[src/rtl/mem_bus_arbiter.sv]
// Shares one external memory bus between the IF fetch port and the MEM data port,
// one transaction at a time, with per-port result holding and a watchdog abort.
module mem_bus_arbiter #(
  parameter int unsigned TIMEOUT = 255,
  parameter int unsigned ADDR_W  = 30
) (
  input  logic              clock,
  input  logic              reset,
  // instruction-fetch port
  input  logic              IF_Read,
  input  logic [ADDR_W-1:0] IF_Address,
  input  logic              IF_Accept,
  output logic [31:0]       IF_Data,
  output logic              Inst_Stall,
  output logic              IF_BusError,
  // data-memory port
  input  logic              D_Read,
  input  logic              D_Write,
  input  logic [ADDR_W-1:0] D_Address,
  input  logic [31:0]       D_WriteData,
  input  logic [3:0]        D_ByteEnable,
  input  logic              M_Accept,
  output logic [31:0]       D_ReadData,
  output logic              M_Stall_Controller,
  output logic              D_BusError,
  // external bus
  output logic              Bus_Req,
  output logic              Bus_We,
  output logic [ADDR_W-1:0] Bus_Address,
  output logic [31:0]       Bus_WriteData,
  output logic [3:0]        Bus_ByteEnable,
  input  logic [31:0]       Bus_ReadData,
  input  logic              Bus_Ack
);

  localparam logic [7:0] WD_LIMIT = 8'(TIMEOUT - 1);

  typedef enum logic [1:0] {
    IDLE = 2'd0,
    INST = 2'd1,
    DATA = 2'd2
  } state_t;

  state_t     state;
  state_t     state_next;
  logic       i_done;
  logic       d_done;
  logic [7:0] wd_count;

  logic       i_pend;
  logic       d_pend;
  logic       start_inst;
  logic       start_data;
  logic       finish_ok;
  logic       finish_abort;
  logic       inst_end;
  logic       data_end;

  assign i_pend = IF_Read & ~i_done;
  assign d_pend = (D_Read | D_Write) & ~d_done;

  assign Inst_Stall         = i_pend;
  assign M_Stall_Controller = d_pend;

  assign inst_end = (finish_ok | finish_abort) & (state == INST);
  assign data_end = (finish_ok | finish_abort) & (state == DATA);

  // NOTE: every signal written here gets a default first, so no path leaves it
  // unassigned and no latch is inferred.
  always_comb begin
    state_next   = state;
    start_inst   = 1'b0;
    start_data   = 1'b0;
    finish_ok    = 1'b0;
    finish_abort = 1'b0;
    unique case (state)
      IDLE: begin
        // Data wins: the MEM stage holds the older instruction.
        if (d_pend) begin
          state_next = DATA;
          start_data = 1'b1;
        end else if (i_pend) begin
          state_next = INST;
          start_inst = 1'b1;
        end
      end
      INST, DATA: begin
        if (Bus_Ack) begin
          finish_ok  = 1'b1;
          state_next = IDLE;
        end else if (wd_count == WD_LIMIT) begin
          finish_abort = 1'b1;
          state_next   = IDLE;
        end
      end
      default: state_next = IDLE;
    endcase
  end

  // NOTE: sequential state uses non-blocking assignments so every register
  // samples the pre-edge values of the others.
  always_ff @(posedge clock or posedge reset) begin
    if (reset) begin
      state <= IDLE;
    end else begin
      state <= state_next;
    end
  end

  always_ff @(posedge clock or posedge reset) begin
    if (reset) begin
      Bus_Req        <= 1'b0;
      Bus_We         <= 1'b0;
      Bus_Address    <= '0;
      Bus_WriteData  <= '0;
      Bus_ByteEnable <= '0;
      wd_count       <= '0;
    end else if (start_data) begin
      // Read and write together is treated as a write.
      Bus_Req        <= 1'b1;
      Bus_We         <= D_Write;
      Bus_Address    <= D_Address;
      Bus_WriteData  <= D_Write ? D_WriteData : 32'h0;
      Bus_ByteEnable <= D_Write ? D_ByteEnable : 4'hF;
      wd_count       <= '0;
    end else if (start_inst) begin
      Bus_Req        <= 1'b1;
      Bus_We         <= 1'b0;
      Bus_Address    <= IF_Address;
      Bus_WriteData  <= 32'h0;
      Bus_ByteEnable <= 4'hF;
      wd_count       <= '0;
    end else if (finish_ok || finish_abort) begin
      Bus_Req <= 1'b0;
    end else if (state != IDLE) begin
      wd_count <= wd_count + 8'd1;
    end
  end

  // Results stay put until the owning pipeline register consumes them;
  // a completion on the same edge as Accept keeps the result.
  always_ff @(posedge clock or posedge reset) begin
    if (reset) begin
      IF_Data     <= '0;
      D_ReadData  <= '0;
      i_done      <= 1'b0;
      d_done      <= 1'b0;
      IF_BusError <= 1'b0;
      D_BusError  <= 1'b0;
    end else begin
      if (finish_ok && state == INST) begin
        IF_Data <= Bus_ReadData;
      end
      if (finish_ok && state == DATA && !Bus_We) begin
        D_ReadData <= Bus_ReadData;
      end

      if (inst_end) begin
        i_done      <= 1'b1;
        IF_BusError <= finish_abort;
      end else if (IF_Accept) begin
        i_done      <= 1'b0;
        IF_BusError <= 1'b0;
      end

      if (data_end) begin
        d_done     <= 1'b1;
        D_BusError <= finish_abort;
      end else if (M_Accept) begin
        d_done     <= 1'b0;
        D_BusError <= 1'b0;
      end
    end
  end

endmodule

[config.mk]
export PLATFORM = sky130hd
export DESIGN_NAME = mem_bus_arbiter
export DESIGN_NICKNAME = d
export VERILOG_FILES = /design/src/rtl/mem_bus_arbiter.sv
export SDC_FILE = /design/constraint.sdc
export NUM_CORES = 1
export LEC_CHECK = 0
export BUFFER_PORTS_ARGS = -buffer_cell sky130_fd_sc_hd__buf_2
export CORE_UTILIZATION = 42
export DETAILED_ROUTE_END_ITERATION = 6
export GPL_TIMING_DRIVEN = 0
export HOLD_SLACK_MARGIN = 0.03
export PLACE_DENSITY = 0.75
export SLEW_MARGIN = 20
export SYNTH_ARGS = -nofsm -noshare
export SYNTH_HDL_FRONTEND = slang
export SYNTH_SLANG_ARGS = --single-unit
export TNS_END_PERCENT = 1
[constraint.sdc]
create_clock -name clock -period 4.74 [get_ports clock]
set_input_delay 0.948 -clock clock [delete_from_list [all_inputs] [get_ports clock]]
set_output_delay 0.948 -clock clock [all_outputs]
set_load 0.05 [all_outputs]
## Word-level counts from Yosys, hierarchy flattened

Cells that the tools add are included.

- Add/sub/neg operators: 1
- Multiply operators: 0
- Divide/modulo/power cells: 0
- Magnitude comparators: 0
- Equality and inequality tests: 6
- Shift-type cells: 0
- Multiplexer cells: 38
- Bitwise logic cells: 8
- Reduce and logical (&&, ||, !) cells: 15

Operators by type and width:

| operator | number |
|---|---|
| two-way mux 32 bit | 3 |
| two-way mux 30 bit | 2 |
| two-way mux 8 bit | 4 |
| two-way mux 1 bit | 21 |
| two-way mux 4 bit | 3 |
| inequality test 3 bit, second input constant | 3 |
| adder 8 x 1 -> 8 bit, second input constant | 1 |
| == test 8 bit, second input constant | 1 |
| two-way mux 2 bit | 4 |
| nonzero test 2 bit | 4 |
| nonzero test 3 bit | 2 |
| bitwise AND 1 bit | 4 |
| case mux 2 bit (2 select lines) | 1 |
| AND reduction 2 bit | 2 |
| logical AND 1 bit | 3 |
| == test 2 x 1 -> 1 bit, second input constant | 1 |
| == test 2 bit, second input constant | 1 |
| logical NOT 2 bit | 1 |
| NOT 1 bit | 2 |
| bitwise OR 1 bit | 2 |
| OR reduction 2 bit | 1 |
| logical NOT 1 bit | 1 |
| logical OR 1 bit | 1 |

- Bits in registers: 146
- Bits in latches: 0
- Memory bits (writable): 0
- ROM bits: 0
- Input port bits: 136
- Word-level logic and storage cells: 81
- Memories: 0

## Longest topological paths before layout

Gate-level depths: netlist of run 1.

- Depth in word-level cells: 8
- Gate-level depth with buffers: 8
- Depth with buffers taken out: 6

## Least setup slack after synthesis of run 1

OpenSTA, ideal clock, no wires.

- Path kind: input port to output port
- From: input port IF_Read
- To: output port Inst_Stall
- Arrival time: 1.615 ns
- Setup slack: 2.177 ns
- Stages: 2
- Buffers on the path: 1
- Path through: nor2b_1 -> clkbuf_1

- Word-level cells in the longest chain between the ends: 1

Ends and longest elaborated chain:

| element | line | text |
|---|---|---|
| from (decl) | 10 | `input logic IF_Read,` |
| bitwise AND 1 bit | 59 | `assign i_pend = IF_Read & ~i_done;` |
| to (decl) | 14 | `output logic Inst_Stall,` |

No other way between the ends.

## Worst setup path in the final report of run 1

Ends and elaborated chain as after synthesis.

==> results of run 1 <==
==> worst max-delay path, delay by kind of cell <==
| family | cells | cell delay, ns |
|---|---|---|
| and+or+nand+nor | 1 | 0.11 |
| buffers and inverters | 3 | 0.67 |
==> final cells by class <==
cell class | instances | area (um2) | area share (%)
plain buffers | 31 | 186 | 2.28
clock buffers | 17 | 425 | 5.20
clock inverters | 15 | 171 | 2.09
inverters | 10 | 41.3 | 0.505
multi-input cells | 259 | 2040 | 25.0
flip-flops and latches | 146 | 3650 | 44.6
well taps | 180 | 225 | 2.75
repair buffers | 275 | 1440 | 17.6
==> worst paths after layout <==
kind	slack (ns)	cells after the start	endpoint	start
min in group asynchronous	0.54	2	Bus_Address[2]	reset
min reg2reg	0.49	1	Bus_Req	Bus_Req
min	0.49	1	Bus_Req	Bus_Req
max	2.06	4	Inst_Stall	IF_Read
max in group asynchronous	3.46	4	IF_Data[7]	reset
max reg2reg	2.69	8	D_ReadData[6]	state[0]
==> sequential cells by signal, summed over array words and instances, names as in the netlist <==
register        flops
wd_count            8
i_done              1
D_BusError          1
Bus_Req             1
IF_Data            32
state               2
d_done              1
Bus_ByteEnable      4
IF_BusError         1
Bus_We              1
Bus_WriteData      32
Bus_Address        30
D_ReadData         32
==> power by group <==
part	switching, mW	total, mW	internal [mW]
Clock	0.547	1.34	0.788
Sequential	0.319	2.12	1.80
Combinational	2.80	3.89	1.08
Total	3.67	7.34	3.67
==> placed cells by master, fill, tap and decap left out, types with 5 or more instances in the layout <==
cell type,netlist,routed
buf_2,11,282
dfrtp_1,146,146
nor2_1,37,37
mux2_2,34,34
a21oi_1,34,34
a22o_1,32,32
mux2_4,30,30
o22ai_1,30,30
clkbuf_16,0,17
clkbuf_1,13,13
nand2_1,12,12
buf_12,3,7
inv_1,8,7
clkinvlp_4,0,7
nand3_1,6,6
o2bb2ai_1,5,5
ha_1,5,5
==> layer usage <==
metal / routed length [um] / track usage [%]
met5: 0 / 0
met4: 257 / 7.41
met2: 7680 / 35.5
met1: 6230 / 26.7
met3: 1180 / 6.23
==> kinds of logic (layout without fill, tap and decap cells) <==
family,after synthesis,in the layout,synth area share (%)
fa+ha+maj,5,5,1.06
flops,146,146,61.7
mux,64,64,14.1
compound gates,124,124,14.5
xor+xnor,2,2,0.296
simple gates,64,64,4.61
buf+inv,41,348,3.78
==> flow_metrics.env, run 1 <==
export IMPL_maxCapViolCount=0
export IMPL_finalInstanceArea_um2=8180
export IMPL_wl_um=15300
export IMPL_via_count=4784
export IMPL_die_w_um=121
export IMPL_yosys_top_cells_area="dfrtp_1 62%, mux2_4 7.6%, mux2_2 6.5%"
export IMPL_synth_seq_area_share_pct=61.7
export IMPL_synth_avg_cell_area_um2=13.3
export IMPL_hold_slack_ns=0.486
export IMPL_worstPathMaxFanout=6
export IMPL_cts_hold_buf=0
export IMPL_tns_ns=0
export IMPL_drc=0
export IMPL_critPathRequiredTime_ns=3.79
export IMPL_die_area_um2=14600
export IMPL_final_max_slew_violation_count=0
export IMPL_drt_iter0_drc=269
export IMPL_post_route_util_pct=59.2
export IMPL_crit_path_top_delay_cell="buf_2"
export IMPL_netlist_area_um2=5920
export IMPL_initial_core_util_pct=42.8
export IMPL_crit_top_cell="buf_2"
export IMPL_root_buffer="clkbuf_16"
export IMPL_rsz0062_at_grt="false"
export IMPL_setup_ws_ns=2.06
export IMPL_ys_warn_count=0
export IMPL_ir_worst_vdd_uv=490
export IMPL_n_antenna_cell=0
export IMPL_grt_antenna_before_repair=0
export IMPL_htreeDepth=4
export IMPL_synth_common_cells="146 x dfrtp_1, 37 x nor2_1, 34 x a21oi_1, 34 x mux2_2, 32 x a22o_1"
export IMPL_period_share_pct=56.5
export IMPL_clk_path_buf_depth=2
export IMPL_core_area_um2=13800
export IMPL_ios=272
export IMPL_status="completed"
export IMPL_grt_usage_pct=21.4
export IMPL_clock_sinks=146
export IMPL_post_route_min_period_ns=2.68
export IMPL_yosysTopAreaCellShare_pct=61.7
export IMPL_rows=43
export IMPL_power_density_nw_per_um2=897
export IMPL_dp_cells=901
export IMPL_wl_per_cell_um=16.4
export IMPL_dpl_cell_area_um2=7590
export IMPL_grt_pass1_vias=4778
export IMPL_antenna_left=0
export IMPL_yosys_area_top_type="dfrtp_1"
export IMPL_drive_above_1_share_pct=52.1
export IMPL_dieHeight_um=121
export IMPL_io_buffers=271
export IMPL_pre_cts_ws_ns=2.06
export IMPL_synthToLayoutAreaGrowth_pct=38.2
export IMPL_hold_path_class="reg -> reg"
export IMPL_synthCells=446
export IMPL_synth_cell_types=39
export IMPL_viasPerCell=5.13
export IMPL_leakage_nw=4.17
export IMPL_gp_congestion=0.857
export IMPL_cts_resized=0
export IMPL_tightest_slew_ns=0.681
export IMPL_cp_data_arrival_time_ns=1.73
export IMPL_total_power_mw=7.34
export IMPL_path_clk_slew_ns=0.06
export IMPL_overflow=0
export IMPL_finish_net_count=881
export IMPL_synth_ff_type="dfrtp_1"
export IMPL_synth_edf_count=0
export IMPL_grt_pass1_wl_um=24100
export IMPL_firstDrtPassIters=6
export IMPL_ys_ff_latch=146
export IMPL_crit_chain="buf_2 -> nor2b_1 -> clkbuf_1 -> buf_2"
export IMPL_cts_buffers=17
export IMPL_clk_latency_ns=0.42
export IMPL_critPathKind="in -> out"
export IMPL_startpoint_type="input pin"
export IMPL_relSlewSlack_pct=54.6
export IMPL_place_hpwl_um=11300
export IMPL_synth_most_common_cell="dfrtp_1"
export IMPL_fin_cells=933
export IMPL_post_cts_buffers=0
export IMPL_n_fill_cell=1159
export IMPL_finalHoldViolations=0
export IMPL_setup_viol=0
export IMPL_fmax_ghz=0.373
export IMPL_grt_max_degree=37
export IMPL_tritoncts="built"
export IMPL_synth_nets=587
export IMPL_end_kind="output port"
export IMPL_ys_async_sr_fraction_pct=100
export IMPL_worst_clock_skew_ns=0.00774
export IMPL_cpPeakStageDelay_ns=0.34
Power figures use the tool's default switching activity.
==> inputs of run 2 (changes only) <==
--- a/config.mk
+++ b/config.mk
@@ -5,12 +5,13 @@
 export SDC_FILE = /design/constraint.sdc
 export NUM_CORES = 1
 export LEC_CHECK = 0
+export ABC_AREA = 1
 export BUFFER_PORTS_ARGS = -buffer_cell sky130_fd_sc_hd__buf_2
-export CORE_UTILIZATION = 42
+export CORE_UTILIZATION = 47
 export DETAILED_ROUTE_END_ITERATION = 6
 export GPL_TIMING_DRIVEN = 0
 export HOLD_SLACK_MARGIN = 0.03
-export PLACE_DENSITY = 0.75
+export PLACE_DENSITY = 0.79
 export SLEW_MARGIN = 20
 export SYNTH_ARGS = -nofsm -noshare
 export SYNTH_HDL_FRONTEND = slang
==> constraint.sdc (replaced) <==
create_clock -name clock -period 2.6 [get_ports clock]
set_input_delay 0.52 -clock clock [delete_from_list [all_inputs] [get_ports clock]]
set_output_delay 0.52 -clock clock [all_outputs]
set_load 0.05 [all_outputs]
==> flow_metrics.env, run 2 <==
export IMPL_status="completed"
export IMPL_cts_hold_buf=0
export IMPL_synth_common_cells="385 x nand2_1, 146 x dfrtp_1, 70 x o21ai_0"
export IMPL_final_max_slew_violation_count=0
export IMPL_place_hpwl_um=12400
export IMPL_grt_pass1_wl_um=26200
export IMPL_tritoncts="built"
export IMPL_wl_per_cell_um=13.7
export IMPL_n_antenna_cell=0
export IMPL_synth_nets=882
export IMPL_rrSetupSlack_ns=0.60
export IMPL_ff2ff_path_depth=8
export IMPL_pre_cts_ws_ns=0.647
export IMPL_setup_viol=0
export IMPL_cts_buffers=17
export IMPL_maxCapViolCount=0
export IMPL_end_kind="flop"
export IMPL_synth_ff_type="dfrtp_1"
export IMPL_viasPerCell=4.75
export IMPL_startpoint_type="flop"
export IMPL_finish_net_count=1176
export IMPL_drc=0
export IMPL_ys_warn_count=0
export IMPL_die_w_um=116
export IMPL_timing_rr_end="D_ReadData[21]"
export IMPL_post_route_util_pct=66.9
export IMPL_htreeDepth=4
export IMPL_drive_above_1_share_pct=32.2
export IMPL_post_route_min_period_ns=2.00
export IMPL_via_count=5796
export IMPL_synthToLayoutAreaGrowth_pct=38.0
export IMPL_fin_cells=1220
export IMPL_synth_most_common_cell="nand2_1"
export IMPL_synth_seq_area_share_pct=59.4
export IMPL_rows=41
export IMPL_fmax_ghz=0.499
export IMPL_ys_ff_latch=146
export IMPL_netlist_area_um2=6150
export IMPL_gp_congestion=0.813
export IMPL_layout_commonest_cell="nand2_1"
export IMPL_grt_antenna_before_repair=0
export IMPL_cpPeakStageDelay_ns=0.39
export IMPL_finalHoldViolations=0
export IMPL_rsz0062_at_grt="false"
export IMPL_clock_sinks=146
export IMPL_reg_top3="Bus_WriteData x32, D_ReadData x32, IF_Data x32"
export IMPL_critPathRequiredTime_ns=2.88
export IMPL_mostFrequentLayoutCells="385 x nand2_1, 288 x buf_2, 146 x dfrtp_1"
export IMPL_crit_chain="inv_1 -> ha_1 -> nand2_1 -> nor2_1 -> nand2_1 -> clkbuf_1 -> nand2_1 -> o21ai_0"
export IMPL_clk_path_buf_depth=2
export IMPL_synth_edf_count=0
export IMPL_cts_resized=0
export IMPL_period_share_pct=77.0
export IMPL_hold_path_class="in -> async"
export IMPL_gr_usage_met2_pct=41.9
export IMPL_n_fill_cell=1097
export IMPL_met1_usage_pct=29.4
export IMPL_critPathKind="reg -> reg"
export IMPL_post_cts_buffers=0
export IMPL_grt_max_degree=35
export IMPL_grt_busiest_layer="met2"
export IMPL_r2r_start="state[0]"
export IMPL_ios=272
export IMPL_yosys_top_cells_area="dfrtp_1 59%, nand2_1 24%, o21ai_0 5.7%"
export IMPL_firstDrtPassIters=4
export IMPL_grt_pass1_vias=5572
export IMPL_grt_usage_pct=25.5
export IMPL_core_area_um2=12700
export IMPL_dieHeight_um=116
export IMPL_synthCells=741
export IMPL_initial_core_util_pct=48.5
export IMPL_ys_async_sr_fraction_pct=100
export IMPL_setup_ws_ns=0.598
export IMPL_worst_clock_skew_ns=0.00826
export IMPL_tightest_slew_ns=0.571
export IMPL_clk_latency_ns=0.41
export IMPL_relSlewSlack_pct=61.8
export IMPL_dp_cells=1188
export IMPL_crit_top_cell="nand2_1"
export IMPL_wl_um=16700
export IMPL_worstPathMaxFanout=10
export IMPL_yosysTopAreaCellShare_pct=59.4
export IMPL_io_buffers=271
export IMPL_antenna_left=0
export IMPL_cp_data_arrival_time_ns=2.28
export IMPL_die_area_um2=13500
export IMPL_grt_use_met3_pct=8.04
export IMPL_synth_avg_cell_area_um2=8.29
export IMPL_yosys_area_top_type="dfrtp_1"
export IMPL_path_clk_slew_ns=0.06
export IMPL_drt_iter0_drc=323
export IMPL_overflow=0
export IMPL_root_buffer="clkbuf_16"
export IMPL_synth_cell_types=21
export IMPL_crit_path_top_delay_cell="dfrtp_1"
run 2: cells by family (layout without fill, tap and decap cells):
| logic type | Yosys count | after routing | synth area share (%) |
|---|---|---|---|
| flops | 146 | 146 | 59.4 |
| compound gates | 72 | 72 | 6.11 |
| buf+inv | 88 | 395 | 6.15 |
| simple gates | 427 | 427 | 26.9 |
| fa+ha+maj | 5 | 5 | 1.02 |
| xor+xnor | 3 | 3 | 0.428 |
run 2: cell type report:
class	count	area [um2]	area share, %
flip-flops and latches	146	3650	43.1
multi-input cells	507	2110	24.9
repair buffers	275	1440	16.9
clock buffers	24	512	6.03
well taps	172	215	2.54
inverters	56	214	2.52
clock inverters	8	170	2.01
plain buffers	32	168	1.98
run 2: how the worst max path moves through the flow:
stage | slack (ns) | start | to | cells past startpoint
floorplan | 0.25 | reset | Bus_Address[0] | 1
global placement | -0.65 | reset | Bus_WriteData[19] | 2
detailed placement | 0.65 | state[0] | D_ReadData[4] | 7
CTS | 0.61 | state[0] | D_ReadData[21] | 8
global route | 0.38 | state[0] | D_ReadData[21] | 8
finish | 0.60 | state[0] | D_ReadData[21] | 8
run 2: per-stage QoR:
stage	cell area [um2]	TNS, ns	hold WS (ns)
after floorplan	6150	0	0.478
after global placement	7720	-92.60	0.457
after detailed placement	7800	0	0.460
after CTS	8480	0	0.0977
after global routing	8480	0	0.112
final	8480	0	0.0966
run 2: layer usage:
metal,up-vias,share of wire (%),wire (um)
met5,-,0,0
met4,0,4.0,668
met3,51,7.9,1310
met2,244,48,8000
met1,2650,40,6710
li1,2851,-,-
run 2: critical path, delay by kind of cell (launching register included):
family,cells,cell delay [ns]
compound gates,1,0.09
fa+ha+maj,1,0.29
buf+inv,2,0.39
flops,1,0.39
simple gates,4,0.70
Power of run 2 is not shown: default switching activity piles up to over one toggle a cycle in this logic, so the estimate is an artifact.
==> inputs of run 3 (changes only) <==
--- a/config.mk
+++ b/config.mk
@@ -7,11 +7,11 @@
 export LEC_CHECK = 0
 export ABC_AREA = 1
 export BUFFER_PORTS_ARGS = -buffer_cell sky130_fd_sc_hd__buf_2
-export CORE_UTILIZATION = 47
+export CORE_UTILIZATION = 43
 export DETAILED_ROUTE_END_ITERATION = 6
 export GPL_TIMING_DRIVEN = 0
 export HOLD_SLACK_MARGIN = 0.03
-export PLACE_DENSITY = 0.79
+export PLACE_DENSITY = 0.76
 export SLEW_MARGIN = 20
 export SYNTH_ARGS = -nofsm -noshare
 export SYNTH_HDL_FRONTEND = slang
==> constraint.sdc (replaced) <==
create_clock -name clock -period 1.7 [get_ports clock]
set_input_delay 0.34 -clock clock [delete_from_list [all_inputs] [get_ports clock]]
set_output_delay 0.34 -clock clock [all_outputs]
set_load 0.05 [all_outputs]
==> flow_metrics.env, run 3 (synthesis gave the netlist of run 2 again) <==
export IMPL_grt_usage_pct=23.9
export IMPL_startpoint="state[0]"
export IMPL_cts_buffers=17
export IMPL_drive_above_1_share_pct=34.1
export IMPL_startpoint_type="flop"
export IMPL_ff2ff_path_depth=7
export IMPL_dieHeight_um=122
export IMPL_ios=272
export IMPL_crit_path_top_delay_cell="dfrtp_1"
export IMPL_htreeDepth=4
export IMPL_relSlewSlack_pct=67.6
export IMPL_via_count=5735
export IMPL_grt_max_degree=35
export IMPL_post_route_min_period_ns=1.60
export IMPL_status="completed"
export IMPL_maxCapViolCount=0
export IMPL_drc=0
export IMPL_n_antenna_cell=0
export IMPL_grt_antenna_before_repair=0
export IMPL_crit_buf_inv=2
export IMPL_core_area_um2=13900
export IMPL_clk_path_buf_depth=2
export IMPL_cpPeakStageDelay_ns=0.38
export IMPL_fmax_ghz=0.623
export IMPL_die_w_um=122
export IMPL_worstPathMaxFanout=10
export IMPL_r2r_start="state[0]"
export IMPL_crit_end="D_ReadData[31]"
export IMPL_initial_core_util_pct=44.1
export IMPL_mostFrequentLayoutCells="381 x nand2_1, 286 x buf_2, 146 x dfrtp_1"
export IMPL_clk_latency_ns=0.42
export IMPL_grt_pass1_wl_um=27200
export IMPL_overflow=0
export IMPL_rrSetupSlack_ns=0.1
export IMPL_grt_pass1_vias=5532
export IMPL_layout_commonest_cell="nand2_1"
export IMPL_tritoncts="built"
export IMPL_post_cts_buffers=0
export IMPL_firstDrtPassIters=4
export IMPL_root_buffer="clkbuf_16"
export IMPL_clock_sinks=146
export IMPL_finalInstanceArea_um2=8520
export IMPL_reg_top3="Bus_WriteData x32, D_ReadData x32, IF_Data x32"
export IMPL_viasPerCell=4.67
export IMPL_path_clk_slew_ns=0.06
export IMPL_period_share_pct=94.4
export IMPL_wl_per_cell_um=13.7
export IMPL_worst_clock_skew_ns=0.00773
export IMPL_crit_family="flip-flops"
export IMPL_end_kind="flop"
export IMPL_die_area_um2=14800
export IMPL_cp_data_arrival_time_ns=1.94
export IMPL_dpl_cell_area_um2=7810
export IMPL_drt_iter0_drc=217
export IMPL_hold_slack_ns=0.116
export IMPL_final_max_slew_violation_count=0
export IMPL_antenna_left=0
export IMPL_place_hpwl_um=12700
export IMPL_hold_path_class="in -> reg"
export IMPL_timing_rr_end="D_ReadData[31]"
export IMPL_setup_ws_ns=0.0955
export IMPL_wl_um=16900
export IMPL_crit_chain="inv_1 -> ha_4 -> nand2_2 -> nor2_4 -> nand2_4 -> clkbuf_4 -> o21ai_0"
export IMPL_finalHoldViolations=0
export IMPL_worst_path_stages=7
export IMPL_pre_cts_ws_ns=-0.356
export IMPL_tightest_slew_ns=0.484
export IMPL_gp_congestion=0.829
export IMPL_io_buffers=271
export IMPL_setup_viol=0
export IMPL_critPathKind="reg -> reg"
export IMPL_critPathRequiredTime_ns=2.03
export IMPL_rows=43
export IMPL_finish_net_count=1177
export IMPL_synthToLayoutAreaGrowth_pct=38.6
[run 3: worst min-delay path, cell delays in order]
cell	delay (ns)
buf_2	0.08
nand2_1	0.04
nand2_1	0.04
[run 3: worst min path at each step]
stage / to / startpoint / cells after the start / slack (ns)
3_3_place_gp: Bus_WriteData[15] / Bus_WriteData[15] / 2 / 0.46
4_1_cts: Bus_WriteData[8] / D_WriteData[8] / 3 / 0.10
6_report: Bus_WriteData[8] / D_WriteData[8] / 3 / 0.12
5_1_grt: Bus_WriteData[4] / D_WriteData[4] / 3 / 0.11
2_1_floorplan: i_done / IF_Accept / 1 / 0.44
3_5_place_dp: Bus_Address[10] / reset / 2 / 0.39
[run 3: metrics by stage]
step	std cells	util (%)	setup TNS, ns
after CTS	1229	60.8	-0.00274
after detailed placement	1196	56.1	-9.61
final	1229	61.1	0
after global placement	1192	55.5	-208.79
after floorplan	741	-	-69.06
after global routing	1229	61.1	-0.0157
[run 3: cell type report]
| class | instances | area [um2] |
|---|---|---|
| plain buffers | 32 | 196 |
| fillers | 1249 | 5420 |
| flip-flops and latches | 146 | 3650 |
| repair buffers | 276 | 1450 |
| well taps | 180 | 225 |
| clock inverters | 10 | 130 |
| multi-input cells | 507 | 2170 |
| clock buffers | 22 | 484 |
| inverters | 56 | 214 |
[run 3: repair_timing]
item / in CTS / in global routing
hold endpoints to repair: 18 / 0
setup endpoints to repair: 47 / 127
hold buffers: 1 / 0
resized for setup: 18 / 29
pin swaps: 1 / 2
[run 3: routing by layer]
layer | share of wire (%) | up-vias | wire length (um) | global-route usage [%]
met4 | 2.2 | 0 | 376 | 9.80
met2 | 47 | 201 | 7970 | 39.0
li1 | - | 2851 | - | -
met5 | 0 | - | 0 | 0
met3 | 7.4 | 32 | 1240 | 7.30
met1 | 43 | 2651 | 7260 | 29.5
Power of run 3 is left out for the same reason.
